--- config.mk ---
export PLATFORM = sky130hd
export DESIGN_NAME = mem_arbiter_flat
export DESIGN_NICKNAME = d
export VERILOG_FILES = /design/src/rtl/mem_arb_pkg.sv /design/src/rtl/mem_arbiter_if.sv /design/src/rtl/mem_arbiter_rr.sv /design/src/rtl/mem_arbiter.sv /design/src/flat_wrapper.sv
export SDC_FILE = /design/constraint.sdc
export NUM_CORES = 1
export LEC_CHECK = 0
export CORE_UTILIZATION = 46
export DETAILED_ROUTE_END_ITERATION = 7
export GPL_ROUTABILITY_DRIVEN = 0
export PLACE_DENSITY_LB_ADDON = 0.2
export SLEW_MARGIN = 20
export SYNTH_ARGS = -nofsm -noshare
export SYNTH_HDL_FRONTEND = slang
export SYNTH_HIERARCHICAL = 1
export SYNTH_SLANG_ARGS = --single-unit
--- constraint.sdc ---
create_clock -name clk -period 15.2 [get_ports clk]
set_input_delay 3.04 -clock clk [delete_from_list [all_inputs] [get_ports clk]]
set_output_delay 3.04 -clock clk [all_outputs]
set_load 0.05 [all_outputs]
--- src/rtl/mem_arb_pkg.sv ---
// Shared types and constants for the memory-port arbiter: FSM states, owner
// encoding, default geometry and the timeout limit.
package mem_arb_pkg;

    localparam int ADDR_WIDTH_DEF = 10;
    localparam int DATA_WIDTH_DEF = 32;
    localparam int LINE_WORDS_DEF = 4;
    localparam int TIMEOUT_CYCLES = 255;

    typedef enum logic [1:0] {
        IDLE = 2'd0,
        BUSY = 2'd1,
        RESP = 2'd2
    } arb_state_e;

    typedef enum logic {
        OWN_I = 1'b0,
        OWN_D = 1'b1
    } owner_e;

endpackage

--- src/rtl/mem_arbiter_if.sv ---
// Bundle of the two cache request channels and the data-memory port.
// The slave modport is the arbiter's view; master is the environment's view.
interface mem_arbiter_if #(
    parameter int ADDR_WIDTH = 10,
    parameter int DATA_WIDTH = 32,
    parameter int LINE_WORDS = 4
);
    logic                             i_req;
    logic [ADDR_WIDTH-1:0]            i_addr;
    logic [DATA_WIDTH*LINE_WORDS-1:0] i_line;
    logic                             i_done;
    logic                             d_req;
    logic                             d_we;
    logic [ADDR_WIDTH-1:0]            d_addr;
    logic [DATA_WIDTH-1:0]            d_wdata;
    logic [DATA_WIDTH*LINE_WORDS-1:0] d_line;
    logic                             d_done;
    logic                             err;
    logic                             mem_en;
    logic                             mem_we;
    logic [ADDR_WIDTH-1:0]            mem_addr;
    logic [DATA_WIDTH-1:0]            mem_wdata;
    logic [DATA_WIDTH-1:0]            mem_rdata;
    logic                             mem_ready;

    modport slave (
        input  i_req, i_addr, d_req, d_we, d_addr, d_wdata, mem_rdata, mem_ready,
        output i_line, i_done, d_line, d_done, err, mem_en, mem_we, mem_addr, mem_wdata
    );

    modport master (
        output i_req, i_addr, d_req, d_we, d_addr, d_wdata, mem_rdata, mem_ready,
        input  i_line, i_done, d_line, d_done, err, mem_en, mem_we, mem_addr, mem_wdata
    );
endinterface

--- src/rtl/mem_arbiter_rr.sv ---
// Two-requester round-robin pick. On a tie the side that did not win last
// time is chosen; the memory of the last winner moves only when grantEn_i.
module rr_arbiter2
    import mem_arb_pkg::*;
(
    input  logic   clk,
    input  logic   reset,
    input  logic   reqI_i,
    input  logic   reqD_i,
    input  logic   grantEn_i,
    output owner_e grant_o
);

    owner_e last_q;

    always_comb begin
        grant_o = OWN_I;
        if (reqD_i && !reqI_i) begin
            grant_o = OWN_D;
        end else if (reqD_i && reqI_i && (last_q == OWN_I)) begin
            grant_o = OWN_D;
        end
    end

    // Starting from "I granted last" makes D win the first tie after reset.
    always_ff @(posedge clk or posedge reset) begin
        if (reset) begin
            last_q <= OWN_I;
        end else if (grantEn_i) begin
            last_q <= grant_o;
        end
    end

endmodule

--- src/rtl/mem_arbiter.sv ---
// Shares one 32-bit memory port between icache line refills and dcache
// reads/writes. Optional ARB_TIMEOUT_EN aborts a stalled burst with err.
module mem_arbiter
    import mem_arb_pkg::*;
#(
    parameter int ADDR_WIDTH = ADDR_WIDTH_DEF,
    parameter int DATA_WIDTH = DATA_WIDTH_DEF,
    parameter int LINE_WORDS = LINE_WORDS_DEF
) (
    input logic          clk,
    input logic          reset,
    mem_arbiter_if.slave bus
);

    localparam int BEAT_W = $clog2(LINE_WORDS);
    localparam int LINE_W = DATA_WIDTH * LINE_WORDS;

    arb_state_e             state_q, state_d;
    owner_e                 owner_q, owner_d, grant;
    logic                   we_q, we_d;
    logic [BEAT_W-1:0]      beat_q, beat_d;
    logic                   memEn_q, memEn_d;
    logic                   memWe_q, memWe_d;
    logic [ADDR_WIDTH-1:0]  memAddr_q, memAddr_d;
    logic [DATA_WIDTH-1:0]  memWdata_q, memWdata_d;
    logic                   iDone_q, iDone_d;
    logic                   dDone_q, dDone_d;
    logic                   err_q, err_d;
    logic [LINE_W-1:0]      iLine_q, iLine_d;
    logic [LINE_W-1:0]      dLine_q, dLine_d;
    logic                   grantEn;
    logic                   lastBeat;
    logic                   timeout;

`ifdef ARB_TIMEOUT_EN
    logic [7:0]             waitCnt_q, waitCnt_d;
    assign timeout = (waitCnt_q == 8'(TIMEOUT_CYCLES - 1));
`else
    assign timeout = 1'b0;
`endif

    rr_arbiter2 u_rr (
        .clk       (clk),
        .reset     (reset),
        .reqI_i    (bus.i_req),
        .reqD_i    (bus.d_req),
        .grantEn_i (grantEn),
        .grant_o   (grant)
    );

    // Memory-port outputs are computed one cycle ahead so every output is a flop;
    // mem_addr simply steps by one per accepted beat and wraps at the top.
    always_comb begin
        state_d    = state_q;
        owner_d    = owner_q;
        we_d       = we_q;
        beat_d     = beat_q;
        memEn_d    = memEn_q;
        memWe_d    = memWe_q;
        memAddr_d  = memAddr_q;
        memWdata_d = memWdata_q;
        iDone_d    = 1'b0;
        dDone_d    = 1'b0;
        err_d      = 1'b0;
        iLine_d    = iLine_q;
        dLine_d    = dLine_q;
        grantEn    = 1'b0;
        lastBeat   = we_q || (beat_q == BEAT_W'(LINE_WORDS - 1));
`ifdef ARB_TIMEOUT_EN
        waitCnt_d  = waitCnt_q;
`endif
        unique case (state_q)
            IDLE: begin
                if (bus.i_req || bus.d_req) begin
                    grantEn = 1'b1;
                    owner_d = grant;
                    beat_d  = '0;
                    state_d = BUSY;
                    memEn_d = 1'b1;
                    if (grant == OWN_D) begin
                        we_d       = bus.d_we;
                        memAddr_d  = bus.d_addr;
                        memWdata_d = bus.d_wdata;
                    end else begin
                        we_d      = 1'b0;
                        memAddr_d = bus.i_addr;
                    end
                    memWe_d = we_d;
`ifdef ARB_TIMEOUT_EN
                    waitCnt_d = '0;
`endif
                end
            end
            BUSY: begin
                if (bus.mem_ready) begin
                    if (!we_q) begin
                        if (owner_q == OWN_D) begin
                            dLine_d[beat_q*DATA_WIDTH +: DATA_WIDTH] = bus.mem_rdata;
                        end else begin
                            iLine_d[beat_q*DATA_WIDTH +: DATA_WIDTH] = bus.mem_rdata;
                        end
                    end
`ifdef ARB_TIMEOUT_EN
                    waitCnt_d = '0;
`endif
                    if (lastBeat) begin
                        state_d = RESP;
                        memEn_d = 1'b0;
                        memWe_d = 1'b0;
                        iDone_d = (owner_q == OWN_I);
                        dDone_d = (owner_q == OWN_D);
                    end else begin
                        beat_d    = beat_q + BEAT_W'(1);
                        memAddr_d = memAddr_q + ADDR_WIDTH'(1);
                    end
                end else if (timeout) begin
                    state_d = RESP;
                    memEn_d = 1'b0;
                    memWe_d = 1'b0;
                    iDone_d = (owner_q == OWN_I);
                    dDone_d = (owner_q == OWN_D);
                    err_d   = 1'b1;
                end else begin
`ifdef ARB_TIMEOUT_EN
                    waitCnt_d = waitCnt_q + 8'd1;
`endif
                end
            end
            RESP: begin
                state_d = IDLE;
            end
            default: begin
                state_d = IDLE;
            end
        endcase
    end

    always_ff @(posedge clk or posedge reset) begin
        if (reset) begin
            state_q    <= IDLE;
            owner_q    <= OWN_I;
            we_q       <= 1'b0;
            beat_q     <= '0;
            memEn_q    <= 1'b0;
            memWe_q    <= 1'b0;
            memAddr_q  <= '0;
            memWdata_q <= '0;
            iDone_q    <= 1'b0;
            dDone_q    <= 1'b0;
            err_q      <= 1'b0;
            iLine_q    <= '0;
            dLine_q    <= '0;
`ifdef ARB_TIMEOUT_EN
            waitCnt_q  <= '0;
`endif
        end else begin
            state_q    <= state_d;
            owner_q    <= owner_d;
            we_q       <= we_d;
            beat_q     <= beat_d;
            memEn_q    <= memEn_d;
            memWe_q    <= memWe_d;
            memAddr_q  <= memAddr_d;
            memWdata_q <= memWdata_d;
            iDone_q    <= iDone_d;
            dDone_q    <= dDone_d;
            err_q      <= err_d;
            iLine_q    <= iLine_d;
            dLine_q    <= dLine_d;
`ifdef ARB_TIMEOUT_EN
            waitCnt_q  <= waitCnt_d;
`endif
        end
    end

    assign bus.mem_en    = memEn_q;
    assign bus.mem_we    = memWe_q;
    assign bus.mem_addr  = memAddr_q;
    assign bus.mem_wdata = memWdata_q;
    assign bus.i_done    = iDone_q;
    assign bus.d_done    = dDone_q;
    assign bus.err       = err_q;
    assign bus.i_line    = iLine_q;
    assign bus.d_line    = dLine_q;

endmodule

--- src/flat_wrapper.sv ---
// flat-port wrapper written by rule: the top's interface ports become plain ports
module mem_arbiter_flat import mem_arb_pkg::*;
#(
    parameter int ADDR_WIDTH = ADDR_WIDTH_DEF,
    parameter int DATA_WIDTH = DATA_WIDTH_DEF,
    parameter int LINE_WORDS = LINE_WORDS_DEF
)
  (clk, reset, bus_i_req, bus_i_addr, bus_d_req, bus_d_we, bus_d_addr, bus_d_wdata, bus_mem_rdata, bus_mem_ready, bus_i_line, bus_i_done, bus_d_line, bus_d_done, bus_err, bus_mem_en, bus_mem_we, bus_mem_addr, bus_mem_wdata);
  mem_arbiter_if #(.ADDR_WIDTH(ADDR_WIDTH), .DATA_WIDTH(DATA_WIDTH), .LINE_WORDS(LINE_WORDS)) bus_i ();
  input logic clk;
  input logic reset;
  input wire logic [$bits(bus_i.i_req)-1:0] bus_i_req;
  input wire logic [$bits(bus_i.i_addr)-1:0] bus_i_addr;
  input wire logic [$bits(bus_i.d_req)-1:0] bus_d_req;
  input wire logic [$bits(bus_i.d_we)-1:0] bus_d_we;
  input wire logic [$bits(bus_i.d_addr)-1:0] bus_d_addr;
  input wire logic [$bits(bus_i.d_wdata)-1:0] bus_d_wdata;
  input wire logic [$bits(bus_i.mem_rdata)-1:0] bus_mem_rdata;
  input wire logic [$bits(bus_i.mem_ready)-1:0] bus_mem_ready;
  output wire logic [$bits(bus_i.i_line)-1:0] bus_i_line;
  output wire logic [$bits(bus_i.i_done)-1:0] bus_i_done;
  output wire logic [$bits(bus_i.d_line)-1:0] bus_d_line;
  output wire logic [$bits(bus_i.d_done)-1:0] bus_d_done;
  output wire logic [$bits(bus_i.err)-1:0] bus_err;
  output wire logic [$bits(bus_i.mem_en)-1:0] bus_mem_en;
  output wire logic [$bits(bus_i.mem_we)-1:0] bus_mem_we;
  output wire logic [$bits(bus_i.mem_addr)-1:0] bus_mem_addr;
  output wire logic [$bits(bus_i.mem_wdata)-1:0] bus_mem_wdata;
  assign bus_i.i_req = bus_i_req;
  assign bus_i.i_addr = bus_i_addr;
  assign bus_i.d_req = bus_d_req;
  assign bus_i.d_we = bus_d_we;
  assign bus_i.d_addr = bus_d_addr;
  assign bus_i.d_wdata = bus_d_wdata;
  assign bus_i.mem_rdata = bus_mem_rdata;
  assign bus_i.mem_ready = bus_mem_ready;
  assign bus_i_line = bus_i.i_line;
  assign bus_i_done = bus_i.i_done;
  assign bus_d_line = bus_i.d_line;
  assign bus_d_done = bus_i.d_done;
  assign bus_err = bus_i.err;
  assign bus_mem_en = bus_i.mem_en;
  assign bus_mem_we = bus_i.mem_we;
  assign bus_mem_addr = bus_i.mem_addr;
  assign bus_mem_wdata = bus_i.mem_wdata;
  mem_arbiter #(.ADDR_WIDTH(ADDR_WIDTH), .DATA_WIDTH(DATA_WIDTH), .LINE_WORDS(LINE_WORDS)) u_core (.clk(clk), .reset(reset), .bus(bus_i));
endmodule
==> results of run 1 <==
==> tightest hold or removal path, cell delays in order, from the launching register on <==
cell and delay (ns):
dfrtp_1 0.34, nand2_1 0.05, o21ai_0 0.06
==> worst paths after layout <==
| path | depth (start not counted) | slack (ns) | endpoint |
|---|---|---|---|
| setup / recovery | 1 | 10.34 | bus_mem_addr[3] |
| hold / removal | 2 | 0.47 | u_core/bus.i_line[49] |
| max in group asynchronous | 3 | 10.82 | u_core/bus.d_line[17] |
| min in group asynchronous | 2 | 2.85 | u_core/u_rr/last_q |
| hold reg to reg | 2 | 0.47 | u_core/bus.i_line[49] |
| setup reg to reg | 6 | 12.05 | u_core/bus.i_line[41] |
==> flip-flops by register name, indices dropped and copies added (netlist names), 2 cells and up <==
register / flops
u_core/bus.i_line: 128
u_core/beat_q: 2
u_core/state_q: 2
u_core/bus.mem_wdata: 32
u_core/bus.mem_addr: 10
u_core/bus.d_line: 128
==> kinds of logic (layout without fill, tap and decap cells) <==
| family | count (synthesis) | in the layout | synth area share, % |
|---|---|---|---|
| DFF | 309 | 309 | 63.7 |
| muxes | 38 | 38 | 3.51 |
| AOI/OAI and AO/OA | 298 | 298 | 13.1 |
| and+or+nand+nor | 441 | 441 | 15.4 |
| adders and majority gates | 7 | 7 | 0.722 |
| other | 1 | 1 | 0.0309 |
| buffers and inverters | 82 | 464 | 3.60 |
==> power by group through the flow <==
| stage | combinational (W) | sequential, W | clock [W] |
|---|---|---|---|
| after detailed placement | 0.00199 | 0.00125 | 0 |
| after global placement | 0.00197 | 0.00124 | 0 |
| after global routing | 0.00209 | 0.00127 | 0.000872 |
| final | 0.00199 | 0.00124 | 0.000825 |
| after floorplan | 0.000443 | 0.00211 | 0 |
| after CTS | 0.00200 | 0.00124 | 0.000840 |
==> cell usage after synthesis (2+ instances only) <==
| cell type | count |
|---|---|
| buf_4 | 5 |
| mux2_2 | 25 |
| a31oi_1 | 3 |
| a211oi_1 | 5 |
| mux2_1 | 7 |
| nand4_1 | 2 |
| nor3_1 | 2 |
| clkbuf_1 | 13 |
| a21oi_1 | 10 |
| nand3_1 | 8 |
| clkbuf_2 | 9 |
| dfrtp_1 | 309 |
| nor2b_1 | 5 |
| buf_6 | 5 |
| and3_1 | 3 |
| ha_1 | 7 |
| buf_2 | 40 |
| mux2i_1 | 5 |
| o21ai_1 | 98 |
| o21ai_0 | 164 |
| o22a_1 | 6 |
| nand2_1 | 393 |
| inv_1 | 8 |
| a22o_1 | 2 |
| nor2_1 | 10 |
| and2b_1 | 3 |
| nand3_4 | 7 |
| o21a_1 | 2 |
==> metal layers <==
layer / vias to the layer above / part of all wire, %
li1: 4652 / -
met1: 4766 / 40
met2: 418 / 48
met3: 75 / 9.5
met4: 0 / 3.4
met5: - / 0
==> final cells by class <==
type / count / area (um^2) / area share (%)
well taps: 335 / 419 / 2.43
multi-input cells: 785 / 3980 / 23.0
inverters: 9 / 46.3 / 0.268
repair buffers: 396 / 3960 / 23.0
flip-flops and latches: 309 / 7730 / 44.8
clock inverters: 6 / 83.8 / 0.486
clock buffers: 53 / 1040 / 6.04
==> stage by stage <==
| stage | util [%] | hold WS, ns |
|---|---|---|
| floorplan | - | 0.488 |
| global placement | 62.1 | 0.461 |
| detailed placement | 62.1 | 0.469 |
| CTS | 66.4 | 0.482 |
| global route | 66.4 | 0.494 |
| finish | 66.4 | 0.474 |
==> metrics.cfg, run 1 <==
[detailed_routing]
dr.pass1.iters = 5
drtIter0Drc = 768
drt-wirelength-per-cell_um = 19.1
totalWireLength_um = 36100
route.detailed.drc = 0
ant_nets = 0
viasPerCell = 5.24
vias = 9911

[power]
netSwitchingFraction_pct = 45.9
power.density_nw_per_um2 = 235
sequentialPowerShare_pct = 30.6
peakVddDrop_mv = 0.170
p_leak_nw = 7.22
netSwitchingPower_w = 0.00187
clock_power_share_pct = 20.3
p_comb_share_pct = 49.1
total_power_w = 0.00406
p_int_w = 0.00219

[final_layout]
drive_gt1_share_pct = 6.35
n_antenna_cell = 0
final_cell_area_um2 = 17300
area_growth_pct = 42.3
stdcell_count = 1893
final_common_cell = nand2_1
num-fill-cells = 2078
fin_nets = 1632
mostFrequentLayoutCells = 393 x nand2_1, 391 x clkdlybuf4s50_1, 309 x dfrtp_1

[clocking]
cts_hold_buffers = 0
cts_buffers = 34
cts_htree_levels = 2
tritoncts = done
cts_resized = 0
cts.sinks = 309
clk_latency_ns = 0.50
cts-root-buf = clkbuf_16
cts.reportedPaths.clkPinSlew_ns = 0.06
max-clock-path-buffers = 3
post-cts-setup-buffer-count = 0

[yosys]
yosysSeqAreaShare_pct = 63.7
ys.flop_type = dfrtp_1
synth_edf_count = 0
netlist_top_cells_area = dfrtp_1 64%, nand2_1 12%, o21ai_0 6.8%, o21ai_1 4.0%, mux2_2 2.3%
synthCells = 1176
ys_async_sr_fraction_pct = 100
yosys_warnings = 6
synth_seq_cells = 309
synth_cell_types = 48
synth_top_cell_by_area = dfrtp_1
syn_avg_cell_area_um2 = 10.3
synth_top_area_share_pct = 63.7
syn_area_um2 = 12100
synth_nets = 1273

[timing]
setup_viol = 0
slew_violations = 0
rsz0062_at_grt = no
final.setup.worst_slack_ns = 10.34
hold_viol = 0
slew-limit-headroom_pct = 25.2
post-route-period-util_pct = 32.0
clock_skew_ns = 0.0156
totalNegativeSetupSlack_ns = 0
fmax_mhz = 206
tightest_slew_ns = 1.12
finalCriticalPeriod_ns = 4.86

[floorplan]
coreArea_um2 = 26000
start_util_pct = 46.7
die_h_um = 164
io_pins = 393
num_rows = 59
dieArea_um2 = 27000
die_x_um = 164

[critical_path]
end_kind = primary output
crit_buf_inv = 1
cp_slowest_cell = clkdlybuf4s50_1
setup.worst_path.start = u_core/bus.mem_addr[3]
timing.rr.start = u_core/beat_q[0]
cp.required_ns = 12.16
cpPeakStageDelay_ns = 0.86
worstSetupPathType = reg -> out
critPathTopFamily = buffers and inverters
worst-path-max-fanout = 8
worstSetupStartpointType = register
crit_chain = clkdlybuf4s50_1
critPathArrivalTime_ns = 1.82

[global_route]
busiest_layer = met2
grt_pass1_wl_um = 55100
track_usage_pct = 26.8
grt_max_degree = 165
grt_pass1_vias = 9638
overflow = 0
use_met1_pct = 33.7
met3_usage_pct = 8.49
met2_usage_pct = 43.5
antenna_found_initial = 0

[place]
placedCellCount = 1834
dp_worst_setup_slack_ns = 9.89
place_area_um2 = 16100
portBuffers = 391
dp_hpwl_um = 24600

[run]
drv_cap = 0

[min_path]
hold_start = u_core/bus.i_line[49]
hold_path_class = reg -> reg

[outcome]
status = completed

Power figures use the tool's default switching activity.
==> inputs of run 2 (changes only) <==
Settings changed: CORE_UTILIZATION 46 to 42.
Clock period 15.2 ns to 4 ns, I/O delays scaled along.
==> run 2 against run 1 <==
  * Clock skew about the same
  * Largest power group unchanged
  * Highest routed layer unchanged
  * First-iteration DRC count down 17%
  * Critical path type is now reg -> reg
  * Largest cell class unchanged
  * Flip-flop and latch count is the same
  * Cell count is 2.6% higher
==> metrics.cfg, run 2 (same netlist as run 1, synthesis figures left out) <==
[power]
power.density_nw_per_um2 = 887  ; +280%
p_leak_nw = 7.27  ; +0.72%
total_power_w = 0.0154  ; +280%
peakVddDrop_mv = 0.729  ; +330%

[timing]
setup_viol = 0  ; unchanged
final.setup.worst_slack_ns = 1.26  ; -9.08 ns
post-route-period-util_pct = 68.6
rsz0062_at_grt = no
slew_violations = 0  ; unchanged
clock_skew_ns = 0.0160  ; +0.000371 ns
slew-limit-headroom_pct = 34.5  ; +9.3 points
tightest_slew_ns = 0.983  ; -0.139 ns
fmax_mhz = 365
finalCriticalPeriod_ns = 2.74
hold_viol = 0  ; unchanged

[final_layout]
drive_gt1_share_pct = 7.09  ; +0.74 points
final_common_cell = nand2_1
n_antenna_cell = 0  ; unchanged
multi_input_comb_area_um2 = 3980  ; unchanged
area_growth_pct = 43.4
num-fill-cells = 2419  ; +16%
mostFrequentLayoutCells = 393 x nand2_1, 391 x clkdlybuf4s50_1, 309 x dfrtp_1
layout.area.seq_um2 = 7730  ; unchanged
fin_nets = 1641  ; +0.55%
stdcell_count = 1943  ; +2.6%

[detailed_routing]
dr.pass1.iters = 4  ; -1
viasPerCell = 5.04  ; -3.7%
vias = 9797  ; -1.2%
drt-wirelength-per-cell_um = 19.1  ; about the same
route.detailed.drc = 0  ; unchanged
drtIter0Drc = 637  ; -17%
ant_nets = 0  ; unchanged
totalWireLength_um = 37100  ; +2.6%

[critical_path]
cpPeakStageDelay_ns = 0.53  ; -0.33 ns
crit_chain = inv_1 > ha_1 > nor3b_2 > buf_4 > and2b_1 > buf_4 > nand2_1 > o21ai_0
cp.required_ns = 4.38  ; -7.78 ns
worst-path-max-fanout = 16  ; +8
worstSetupStartpointType = register
critPathArrivalTime_ns = 3.12  ; +1.30 ns
worst_path_most_repeated_cell = buf_4
end_kind = register
cp_slowest_cell = dfrtp_1
worstSetupPathType = reg -> reg

[clocking]
cts.reportedPaths.clkPinSlew_ns = 0.06  ; about the same
cts_hold_buffers = 0  ; unchanged
clk_latency_ns = 0.50  ; about the same
tritoncts = done
post-cts-setup-buffer-count = 0  ; unchanged
cts_resized = 0  ; unchanged
cts-root-buf = clkbuf_16
cts.sinks = 309  ; unchanged
cts_buffers = 35  ; +2.9%
cts_htree_levels = 2  ; unchanged
max-clock-path-buffers = 3  ; unchanged

[outcome]
status = completed

[run]
drv_cap = 0  ; unchanged

[floorplan]
io_pins = 393  ; unchanged
coreArea_um2 = 28100  ; +8.1%
die_h_um = 172  ; +4.6%
die_x_um = 172  ; +4.6%
dieArea_um2 = 29600  ; +9.4%
start_util_pct = 43.2  ; -3.5 points
num_rows = 61  ; +3.4%

[place]
dp_worst_setup_slack_ns = 0.825  ; -9.07 ns
dp_hpwl_um = 26000  ; +5.7%
portBuffers = 391  ; unchanged
placedCellCount = 1885  ; +2.8%

[global_route]
track_usage_pct = 25.4  ; -1.4 points
grt_pass1_wl_um = 56700  ; +2.8%
grt_pass1_vias = 9754  ; +1.2%
overflow = 0  ; unchanged
antenna_found_initial = 0  ; unchanged
grt_max_degree = 104  ; -37%

[min_path]
hold_path_class = reg -> reg

==> run 2: cell types whose count changed in the layout (fill, tap and decap cells not counted), sizes merged <==
cell / change
buf: +8
clkbuf: -5
clkinv: +2
clkinvlp: +1
inv: +1
==> run 2: area by class of cell <==
| cell class | instances | area share, % |
|---|---|---|
| Timing Repair Buffer | 404 | 23.3 |
| Clock inverter | 10 | 0.640 |
| Sequential cell | 309 | 44.4 |
| Inverter | 9 | 0.216 |
| Multi-Input combinational cell | 785 | 22.8 |
| Clock buffer | 48 | 5.89 |
| Tap cell | 378 | 2.72 |
==> run 2: worst paths after layout <==
check	from	endpoint	slack [ns]	cells past startpoint
setup / recovery	u_core/beat_q[0]	u_core/bus.d_line[117]	1.26	8
hold / removal	u_core/bus.d_line[63]	u_core/bus.d_line[63]	0.47	2
setup reg to reg	u_core/beat_q[0]	u_core/bus.d_line[117]	1.26	8
hold reg to reg	u_core/bus.d_line[63]	u_core/bus.d_line[63]	0.47	2
max in group asynchronous	reset	u_core/bus.i_line[103]	2.49	3
min in group asynchronous	reset	u_core/u_rr/last_q	0.53	2
==> run 2: critical path, delay by kind of cell (launching register included) <==
family | cells | cell delay [ns]
adder cells (fa/ha/maj) | 1 | 0.40
flip-flops | 1 | 0.53
AND/OR/NAND/NOR | 3 | 0.70
buffers and inverters | 3 | 0.77
AO/OA/AOI/OAI | 1 | 0.23
==> run 2: power breakdown <==
group / internal (W) / switching (W) / total (W)
combinational: 0.00233 / 0.00526 / 0.00759
sequential: 0.00410 / 0.000610 / 0.00471
clock: 0.00191 / 0.00122 / 0.00314
total: 0.00835 / 0.00710 / 0.0154
==> run 2: routing by layer <==
metal / up-vias / wire [um] / track usage (%)
li1: 4661 / - / -
met1: 4717 / 15600 / 32.7
met2: 348 / 17300 / 41.1
met3: 71 / 2990 / 7.14
met4: 0 / 1150 / 8.58
met5: - / 0 / 0
==> run 2: metrics by stage <==
step / util, % / area [um^2] / TNS, ns / hold slack, ns
after floorplan: - / 12100 / -276.88 / 0.488
after global placement: 57.9 / 16300 / 0 / 0.460
after detailed placement: 57.9 / 16300 / 0 / 0.469
after CTS: 62.0 / 17400 / 0 / 0.482
after global routing: 62.0 / 17400 / 0 / 0.499
final: 62.0 / 17400 / 0 / 0.474
==> inputs of run 3 (changes only) <==
Clock period 4 ns to 2.2 ns, I/O delays scaled along.
==> run 3 against run 2 <==
  * Largest cell class unchanged
  * Cell count grew 1.6%
  * Die area is the same
  * Critical endpoint is now bus_i_line[96]
  * Clock-buffer cell count grew 4
  * Combinational power grew 87%
  * Setup slack lost 1.2 ns
  * Final area grew 2.5%
  * Register-to-register slack lost 1.0 ns
  * Via count grew 1.9%
  * Clock skew grew 0.0014 ns
  * Sequential share of layout area shrank 1.1 points
  * Flip-flop and latch count is the same
==> metrics.cfg, run 3 (same netlist as run 1, synthesis figures left out) <==
[final_layout]
fin_nets = 1673  ; +2.0%
n_antenna_cell = 0  ; unchanged
area_growth_pct = 47.0
num-fill-cells = 2363  ; -2.3%
mostFrequentLayoutCells = 393 x nand2_1, 367 x clkdlybuf4s50_1, 309 x dfrtp_1
final_common_cell = nand2_1
drive_gt1_share_pct = 8.95  ; +1.9 points

[timing]
slew_violations = 0  ; unchanged
hold_viol = 0  ; unchanged
clock_skew_ns = 0.0174  ; +0.00141 ns
slew-limit-headroom_pct = 59.5  ; +25 points
fmax_mhz = 464
setup_viol = 0  ; unchanged
post-route-period-util_pct = 98.0
whs_ns = 0.157  ; -0.317 ns
tightest_slew_ns = 0.607  ; -0.376 ns
rsz0062_at_grt = no
finalCriticalPeriod_ns = 2.16

[floorplan]
num_rows = 61  ; unchanged
die_h_um = 172  ; unchanged
dieArea_um2 = 29600  ; unchanged
coreArea_um2 = 28100  ; unchanged
start_util_pct = 43.2  ; unchanged
die_x_um = 172  ; unchanged
io_pins = 393  ; unchanged

[clocking]
cts_resized = 10  ; +10
cts_buffers = 35  ; unchanged
cts.sinks = 309  ; unchanged
clk_latency_ns = 0.50  ; about the same
cts-root-buf = clkbuf_16
tritoncts = done
cts_htree_levels = 2  ; unchanged
cts.reportedPaths.clkPinSlew_ns = 0.06  ; about the same
post-cts-setup-buffer-count = 0  ; unchanged
cts_hold_buffers = 0  ; unchanged
max-clock-path-buffers = 3  ; unchanged

[place]
dp_hpwl_um = 27000  ; +3.6%
portBuffers = 391  ; unchanged

[critical_path]
cp.required_ns = 1.76  ; -2.62 ns
cp_slowest_cell = clkdlybuf4s50_1
regToRegSetupSlack_ns = 0.26  ; -1.00 ns
worst-path-max-fanout = 2  ; -14
crit_chain = clkdlybuf4s50_1
worstSetupPathType = reg -> out
crit-reg2reg-capture = u_core/bus.i_line[127]
worstSetupStartpointType = register
setup.worst_path.start = u_core/bus.i_line[96]
critPathTopFamily = buffers and inverters
end_kind = primary output
cpPeakStageDelay_ns = 0.87  ; +0.34 ns
path_depth = 1  ; -7
critPathArrivalTime_ns = 1.72  ; -1.40 ns
crit_end = bus_i_line[96]
timing.rr.start = u_core/beat_q[1]
crit_buf_inv = 1  ; -2
r2r_cells = 7  ; -1

[outcome]
status = completed

[run]
drv_cap = 0  ; unchanged

[global_route]
grt_max_degree = 73  ; -30%
antenna_found_initial = 0  ; unchanged
track_usage_pct = 25.5  ; +0.17 points
grt_pass1_vias = 9953  ; +2.0%
overflow = 0  ; unchanged
grt_pass1_wl_um = 57000  ; +0.62%

[power]
p_leak_nw = 7.65  ; +5.3%
total_power_w = 0.0283  ; +83%
power.density_nw_per_um2 = 1590  ; +79%
peakVddDrop_mv = 1.13  ; +55%

[detailed_routing]
drt-wirelength-per-cell_um = 18.8  ; -1.2%
totalWireLength_um = 37200  ; +0.39%
drtIter0Drc = 637  ; unchanged
route.detailed.drc = 0  ; unchanged
dr.pass1.iters = 5  ; +1
vias = 9981  ; +1.9%
viasPerCell = 5.05  ; +0.23%
ant_nets = 0  ; unchanged

[min_path]
hold_path_class = in -> async

## run 3: worst min-delay path by stage
stage | startpoint | endpoint | depth (start not counted)
finish | reset | u_core/u_rr/last_q | 2
global route | reset | u_core/u_rr/last_q | 2
CTS | reset | u_core/u_rr/last_q | 2
detailed placement | u_core/bus.i_line[33] | u_core/bus.i_line[33] | 2
global placement | u_core/bus.i_line[35] | u_core/bus.i_line[35] | 2
floorplan | reset | u_core/u_rr/last_q | 1
## run 3: report_power, final
group	total, W	internal (W)	switching (W)	leakage, nW
Clock	0.00563	0.00343	0.00220	0.544
Combinational	0.0142	0.00449	0.00968	2.93
Sequential	0.00853	0.00746	0.00107	4.18
Total	0.0283	0.0154	0.0130	7.65
## run 3: layout make-up
| type | instances | area (um^2) | share of cell area, % |
|---|---|---|---|
| Clock buffer | 52 | 1020 | 5.72 |
| Multi-Input combinational cell | 785 | 3980 | 22.3 |
| Timing Repair Buffer | 436 | 4510 | 25.3 |
| Clock inverter | 6 | 87.6 | 0.491 |
| Sequential cell | 309 | 7730 | 43.4 |
| Tap cell | 378 | 473 | 2.65 |
| Inverter | 9 | 37.5 | 0.210 |
## run 3: layer usage
layer | vias up | share of wire, % | track usage [%]
li1 | 4735 | - | -
met1 | 4761 | 41 | 32.2
met2 | 406 | 47 | 41.3
met3 | 79 | 9.2 | 7.60
met4 | 0 | 3.6 | 9.73
met5 | - | 0 | 0
## run 3: stage by stage
stage	util, %	std cells	TNS (ns)	area [um^2]	setup slack [ns]
after floorplan	-	1176	-720.40	12100	-2.34
after global placement	59.5	1917	0	16700	0.170
after detailed placement	59.5	1917	0	16700	0.145
after CTS	63.4	1975	0	17800	0.00402
after global routing	63.5	1975	0	17800	0.000152
final	63.5	1975	0	17800	0.0433
